$ cat config.mk
export PLATFORM = sky130hd
export DESIGN_NAME = vend_ctrl_multi
export DESIGN_NICKNAME = d
export VERILOG_FILES = /design/src/rtl/vend_ctrl_multi.sv
export SDC_FILE = /design/constraint.sdc
export NUM_CORES = 1
export LEC_CHECK = 0
export BUFFER_PORTS_ARGS = -buffer_cell sky130_fd_sc_hd__buf_2
export CORE_MARGIN = 5
export CORE_UTILIZATION = 51
export DETAILED_ROUTE_END_ITERATION = 8
export PLACE_DENSITY = 0.76
export SYNTH_ARGS = -nofsm -noshare
export SYNTH_HDL_FRONTEND = slang
export SYNTH_SLANG_ARGS = --single-unit
$ cat constraint.sdc
create_clock -name clk -period 2.1 [get_ports clk]
set_clock_uncertainty 0.05 [all_clocks]
set_input_delay 0.21 -clock clk [delete_from_list [all_inputs] [get_ports clk]]
set_output_delay 0.21 -clock clk [all_outputs]
set_load 0.01 [all_outputs]
$ cat src/rtl/vend_ctrl_multi.sv
// vend_ctrl_multi
// Vending controller with a parametrised product table. Collects coin credit,
// takes a product selection, hands the product to the dispenser over a
// valid/ready handshake and then pays back any remaining credit one unit per
// hopper handshake.
//
// Ports
//   clk        : clock, rising edge
//   rst        : synchronous active-high reset
//   coin_in    : 00 none, 01 = 1 unit, 10 = 2 units, 11 = 5 units
//   sel_valid  : single-cycle selection strobe
//   sel_id     : product index for sel_valid
//   cancel     : single-cycle refund request
//   vend_ready : dispenser accepts vend_id
//   chg_ready  : hopper accepts one change unit
//   credit     : current credit
//   vend_valid : dispense request
//   vend_id    : product being dispensed
//   chg_valid  : one change unit offered
//   coin_rej   : pulse, the coin was returned rather than credited
//   sel_err    : pulse, bad index or insufficient credit
//   busy       : high while dispensing or paying change
// All outputs are registered.

module vend_ctrl_multi #(
    parameter int N_PROD = 4,
    parameter int CW = 8,
    parameter int MAX_CREDIT = 15,
    parameter logic [N_PROD*CW-1:0] PRICES = {8'd8, 8'd7, 8'd6, 8'd5},
    localparam int SW = (N_PROD > 1) ? $clog2(N_PROD) : 1
) (
    input  logic          clk,
    input  logic          rst,
    input  logic [1:0]    coin_in,
    input  logic          sel_valid,
    input  logic [SW-1:0] sel_id,
    input  logic          cancel,
    input  logic          vend_ready,
    input  logic          chg_ready,
    output logic [CW-1:0] credit,
    output logic          vend_valid,
    output logic [SW-1:0] vend_id,
    output logic          chg_valid,
    output logic          coin_rej,
    output logic          sel_err,
    output logic          busy
);

    typedef enum logic [1:0] {
        IDLE   = 2'd0,
        CREDIT = 2'd1,
        VEND   = 2'd2,
        CHANGE = 2'd3
    } state_t;

    state_t        state, state_n;
    logic [CW-1:0] credit_n;
    logic [SW-1:0] vend_id_n;
    logic          coin_rej_n;
    logic          sel_err_n;

    logic          coin_present;
    logic [CW-1:0] coin_val;
    logic [CW:0]   coin_sum;
    logic          coin_fits;
    logic [CW-1:0] price;
    logic          sel_in_range;
    logic          sel_ok;

    // Decode the coin and work out whether adding it stays within the
    // credit ceiling. The sum carries one extra bit so an add near the top
    // of the CW range cannot wrap before the comparison.
    always_comb begin
        coin_val = '0;
        case (coin_in)
            2'b01:   coin_val = CW'(1);
            2'b10:   coin_val = CW'(2);
            2'b11:   coin_val = CW'(5);
            default: coin_val = '0;
        endcase
        coin_present = (coin_in != 2'b00);
        coin_sum     = {1'b0, credit} + {1'b0, coin_val};
        coin_fits    = (coin_sum <= (CW+1)'(MAX_CREDIT));
    end

    // Price lookup. Walking the table keeps an out-of-range index from ever
    // producing an out-of-bounds part-select; such an index just reports
    // itself as not in range.
    always_comb begin
        price        = '0;
        sel_in_range = 1'b0;
        for (int i = 0; i < N_PROD; i++) begin
            if (sel_id == SW'(i)) begin
                price        = PRICES[i*CW +: CW];
                sel_in_range = 1'b1;
            end
        end
        sel_ok = sel_in_range && (credit >= price);
    end

    // Next-state and next-output logic. Within CREDIT, cancel wins over a
    // selection which wins over a coin; a coin arriving with a winning
    // cancel/selection is bounced, but a coin alongside a failed selection
    // is still credited. While busy every coin bounces and every selection
    // errors.
    always_comb begin
        state_n    = state;
        credit_n   = credit;
        vend_id_n  = vend_id;
        coin_rej_n = 1'b0;
        sel_err_n  = 1'b0;
        case (state)
            IDLE: begin
                sel_err_n = sel_valid;
                if (coin_present) begin
                    if (coin_fits) begin
                        credit_n = coin_sum[CW-1:0];
                        state_n  = CREDIT;
                    end else begin
                        coin_rej_n = 1'b1;
                    end
                end
            end
            CREDIT: begin
                if (cancel) begin
                    state_n    = CHANGE;
                    coin_rej_n = coin_present;
                end else if (sel_valid && sel_ok) begin
                    credit_n   = credit - price;
                    vend_id_n  = sel_id;
                    state_n    = VEND;
                    coin_rej_n = coin_present;
                end else begin
                    sel_err_n = sel_valid;
                    if (coin_present) begin
                        if (coin_fits) begin
                            credit_n = coin_sum[CW-1:0];
                        end else begin
                            coin_rej_n = 1'b1;
                        end
                    end
                end
            end
            VEND: begin
                coin_rej_n = coin_present;
                sel_err_n  = sel_valid;
                if (vend_valid && vend_ready) begin
                    state_n = (credit == '0) ? IDLE : CHANGE;
                end
            end
            CHANGE: begin
                coin_rej_n = coin_present;
                sel_err_n  = sel_valid;
                if (chg_valid && chg_ready) begin
                    credit_n = credit - CW'(1);
                    if (credit == CW'(1)) begin
                        state_n = IDLE;
                    end
                end
            end
            default: state_n = IDLE;
        endcase
    end

    // State and output registers. The handshake outputs are taken from the
    // next state so they line up with the state they describe, which gives
    // the one-cycle latency from selection to vend_valid.
    always_ff @(posedge clk) begin
        if (rst) begin
            state      <= IDLE;
            credit     <= '0;
            vend_id    <= '0;
            vend_valid <= 1'b0;
            chg_valid  <= 1'b0;
            coin_rej   <= 1'b0;
            sel_err    <= 1'b0;
            busy       <= 1'b0;
        end else begin
            state      <= state_n;
            credit     <= credit_n;
            vend_id    <= vend_id_n;
            vend_valid <= (state_n == VEND);
            chg_valid  <= (state_n == CHANGE);
            coin_rej   <= coin_rej_n;
            sel_err    <= sel_err_n;
            busy       <= (state_n == VEND) || (state_n == CHANGE);
        end
    end

endmodule

# After elaboration in Yosys (flattened, before gate mapping)

Index checks and enable logic that the tools add are counted.

Eq/ne operators: 14
$add $sub $neg: 3
Reductions and logical operators: 14
Magnitude comparators: 2
Bitwise operators: 1
Multiplexer cells: 32

Operators by type and width:

| operator                                                               | count |
|---|---|
| 8-bit 2-to-1 mux                                                       | 8 |
| 8-bit case mux with 3 select lines                                     | 1 |
| 2-bit equality test (second input constant)                            | 8 |
| 2-bit 2-to-1 mux                                                       | 8 |
| 1-bit 2-to-1 mux                                                       | 10 |
| 8-bit by 8-bit adder with 9-bit output                                 | 1 |
| 9-bit by 4-bit <= comparator with 1-bit output (second input constant) | 1 |
| 3-bit case mux with 3 select lines                                     | 1 |
| 8-bit by 1-bit equality test with 1-bit output (second input constant) | 1 |
| 8-bit greater-or-equal comparator                                      | 1 |
| 8-bit logical NOT                                                      | 1 |
| 2-bit case mux with 4 select lines                                     | 1 |
| 8-bit by 1-bit subtractor with 8-bit output (second input constant)    | 1 |
| 8-bit subtractor                                                       | 1 |
| 2-bit by 1-bit equality test with 1-bit output (second input constant) | 3 |
| 3-bit AND reduction                                                    | 2 |
| 1-bit logical AND                                                      | 4 |
| 2-bit logical NOT                                                      | 2 |
| 2-bit != test (second input constant)                                  | 2 |
| 3-bit 2-to-1 mux                                                       | 1 |
| 1-bit case mux with 3 select lines                                     | 1 |
| 3-bit nonzero test                                                     | 1 |
| 3-bit OR reduction                                                     | 1 |
| 1-bit case mux with 2 select lines                                     | 1 |
| other kinds (4)                                                        | 4 |

Logic and storage cells: 74
Output and inout bits: 15
Register bits: 17
Bits of input ports: 10

# Depth between registers and ports, before layout

Depth after elaboration: 13
Mapped depth: 10

# Least setup slack after synthesis

OpenSTA, ideal clock, no wires.

Kind: reg2reg
Start point: register credit[0]
End point: register credit[2]
Arrival time: 2.041 ns
Period minus slack after synthesis: 2.224 ns
Stages on the path, launching flop included: 9
Setup time: 0.133 ns
Required time: 1.917 ns
Path slack: -0.124 ns
Path through: dfxtp_1 -> ha_1 -> fa_1 -> a211o_1 -> o221ai_2 -> o211ai_4 -> mux2_2 -> a21oi_1 -> nor3_1

Cells in the longest elaborated chain, start to end: 7
Elaborated cells between the ends (all ways): 13
Classes of those cells: 3 x add/sub; 2 x order compare; 6 x mux; 2 x reduce/logical

RTL lines:

| what                                           | line     | RTL |
|---|---|---|
| from (decl)                                    | 40       | `output logic [CW-1:0] credit,` |
| from (signal assigned)                         | 180      | `credit <= credit_n;` |
| 8-bit by 8-bit adder with 9-bit output         | 82       | `coin_sum = {1'b0, credit} + {1'b0, coin_val};` |
| 9-bit by 4-bit <= comparator with 1-bit output | 83       | `coin_fits = (coin_sum <= (CW+1)'(MAX_CREDIT));` |
| 8-bit 2-to-1 mux                               | 116, 136 |  |
| 8-bit 2-to-1 mux                               | 135      | `if (coin_present) begin` |
| 8-bit 2-to-1 mux                               | 128      | `end else if (sel_valid && sel_ok) begin` |
| 8-bit 2-to-1 mux                               | 125      | `if (cancel) begin` |
| 8-bit case mux with 3 select lines *           | 112      | `case (state)` |

Every way passes the cells marked *; elsewhere a longest branch is shown, timed or not. The select of a mux whose other input is x is not followed.
A chain may end at the register's enable or synchronous reset.

# Worst setup path after layout

Start point: register credit[2]
End point: register credit[5]

Same word-level chain as after synthesis.

==> results.md <==
- DRC Markers: 0
- Chip Width: 64.5 um
- Worst Hold Depth: 2
- Post-route antenna net violation count: 0
- Critical Path Source: credit[2]
- CP Class: reg2reg
- Final period util: 107%
- Max Root-Sink Buffers: 2
- RSZ-0062 raised after global routing: yes
- Pre-CTS setup slack: -0.240 ns
- Yosys top cell by area: dfxtp_1
- Area contributors post-synth: dfxtp_1, ha_1, nor2_1
- CTS buffer count: 3
- Row cnt: 19
- Reg-to-reg startpoint: credit[2]
- Cts hold-fix bufs: 0
- Aggregate global routing overflow: 0
- Initial DRC count: 135
- Total track usage: 23.0%
- Seq/Total Area, Yosys: 22.5%
- Post-Syn Nets: 208
- Number of synthesized register bits: 17
- H-tree Lvls: 1
- Die height: 64.5 um
- Syn Inst Count: 185
- Required @ worst endpoint: 2.28 ns
- Final Hold Viols: 0
- Layout cells sized above 1: 42.4%
- VDD IR-drop max: 782 uV
- Starting Density: 53.9%
- Worst reg2reg path depth: 7
- Status: finished with violations
- Power Density: 1430 nW/um2
- Max FO, Critical Path: 4
- Inst Count DP: 260
- Final setup vio count: 8
- Vias in the first global route: 1722
- Dpl hpwl: 3.44 mm
- Most frequent cell after synthesis: nor2_1
- Setup TNS: -0.506 ns
- Synth top area share: 22.5%
- Top FF cell, synth: dfxtp_1
- Critical Path AT: 2.43 ns
- Most frequent cells after synthesis: nor2_1, dfxtp_1, a21oi_1
- Crit. End Element: register
- Root Buffer: clkbuf_4
- Worst-path clk slew: 0.11 ns
- Setup crit end: credit[5]
- Max Cap Violations: 0
- Normalized max-slew margin: 51.1%
- Area Overhead vs Synth: 36.6%
- Global-route wire length before repair: 7.68 mm
- Failing checks: setup timing
- HP Class: in2reg
- Mapped cell area: 1510 um2
- Initial antenna violation count: 0
- F_max: 445 MHz
- ANT cells: 0
- Largest net degree at the start of global routing: 18
- Netlist cell types: 53
- DRT Wirelength: 4.84 mm
- RR Endpoint: credit[5]
- Slew Viols, Final: 0
- EDFF count, synth: 0
- DRT Pass-1 Iters: 5
- Clk_lat worst skew: 0.30 ns
- CTS tree: built
- Finished Layout Cells: 269
- Via density: 6.57
- CP Launch Type: register
- Total number of vias: 1766
- CORE AREA: 2810 um2
- Hold Crit Start: sel_valid
- Crit path time final: 2.25 ns
- Worst Setup Slack, final: -0.147 ns
- Clk sink count: 17
- I/O Pins: 25
- Syn Area/Cell: 8.18 um2
- Die area: 4160 um2
- FFs w/ async S/R, synth: 0%
- Port-buffer cells: 24
- Routed len/inst: 18.0 um
- Pleak: 0.896 nW
- Worst-margin pin slew: 0.728 ns
- Placer Congestion: 0.918
- Synthesis warning total: 0
- Final Power: 2.95 mW
- Layout Nets: 262
- Reg2Reg Setup Slack: -0.15 ns
[placed cells by master, fill, tap and decap left out, types with 3 or more instances in the layout]
master     n
a31oi_1    3
nand4_1    5
o211ai_1   3
a21oi_2    4
xnor2_1    5
o21ai_1    4
a211o_1    3
buf_2     24
nor2b_1    5
nor3_1     8
o21ai_0    7
nand2_1   10
inv_1      7
ha_1       9
dfxtp_1   15
a21oi_1    9
clkbuf_4   3
a211oi_1   4
buf_4     34
nor2_1    17
[sequential cells by signal (all words and copies together) (netlist names)]
register / cells
credit: 8
chg_valid: 1
coin_rej: 1
vend_valid: 1
state: 2
vend_id: 2
sel_err: 1
busy: 1
[per-layer routing]
layer | vias up | track usage (%) | part of all wire (%)
met5 | - | 0 | 0
met4 | 0 | 10.6 | 3.3
li1 | 803 | - | -
met2 | 108 | 38.7 | 47
met1 | 835 | 28.6 | 41
met3 | 20 | 4.32 | 8.8
[power by group]
| group | total, mW | internal, mW | leakage [nW] | switching [mW] |
|---|---|---|---|---|
| Clock | 0.189 | 0.0740 | 0.0150 | 0.115 |
| Sequential | 0.556 | 0.425 | 0.141 | 0.131 |
| Combinational | 2.21 | 1.03 | 0.741 | 1.18 |
[worst max-delay path: stages (launching register included)]
cell,delay [ns]
dfxtp_1,0.46
ha_1,0.30
a21oi_1,0.19
nand2_1,0.13
a211o_1,0.34
o31a_1,0.25
or3_1,0.31
a21oi_1,0.16
[timing repair]
| item | CTS | global route |
|---|---|---|
| resized for setup | 10 | 21 |
| pin swaps | 4 | 12 |
| buffers inserted | 2 | 2 |
| setup endpoints to repair | 10 | 15 |
| cloned | 1 | 0 |
[cell families after synthesis]
family | synth area share, %
adders and majority gates | 11.7
xor gates and xnor gates | 3.47
muxes | 1.41
DFF | 22.5
AOI/OAI and AO/OA | 29.7
buffers and inverters | 5.21
and+or+nand+nor | 26.0
[cell type report]
type                            instances  area, um2
Timing Repair Buffer                   59        387
Clock buffer                            4       26.3
Inverter                                8       30.0
Fill cell                             209        738
Multi-Input combinational cell        150       1240
Tap cell                               31       38.8
Sequential cell                        17        348
[per-stage QoR]
stage	area (um2)	utilization, %	hold WS (ns)
after detailed placement	1860	66.4	0.431
after global routing	2070	73.7	0.118
final	2070	73.7	0.127
after CTS	1980	70.4	0.129
after global placement	1860	66.4	0.410
after floorplan	1520	-	0.296
[how the worst min path moves through the flow]
stage	endpoint
6_report	sel_err
5_1_grt	vend_id[0]
4_1_cts	sel_err
3_5_place_dp	vend_id[1]
3_3_place_gp	vend_id[0]
2_1_floorplan	vend_id[0]
Note: power is estimated with default switching activity, not from simulation.
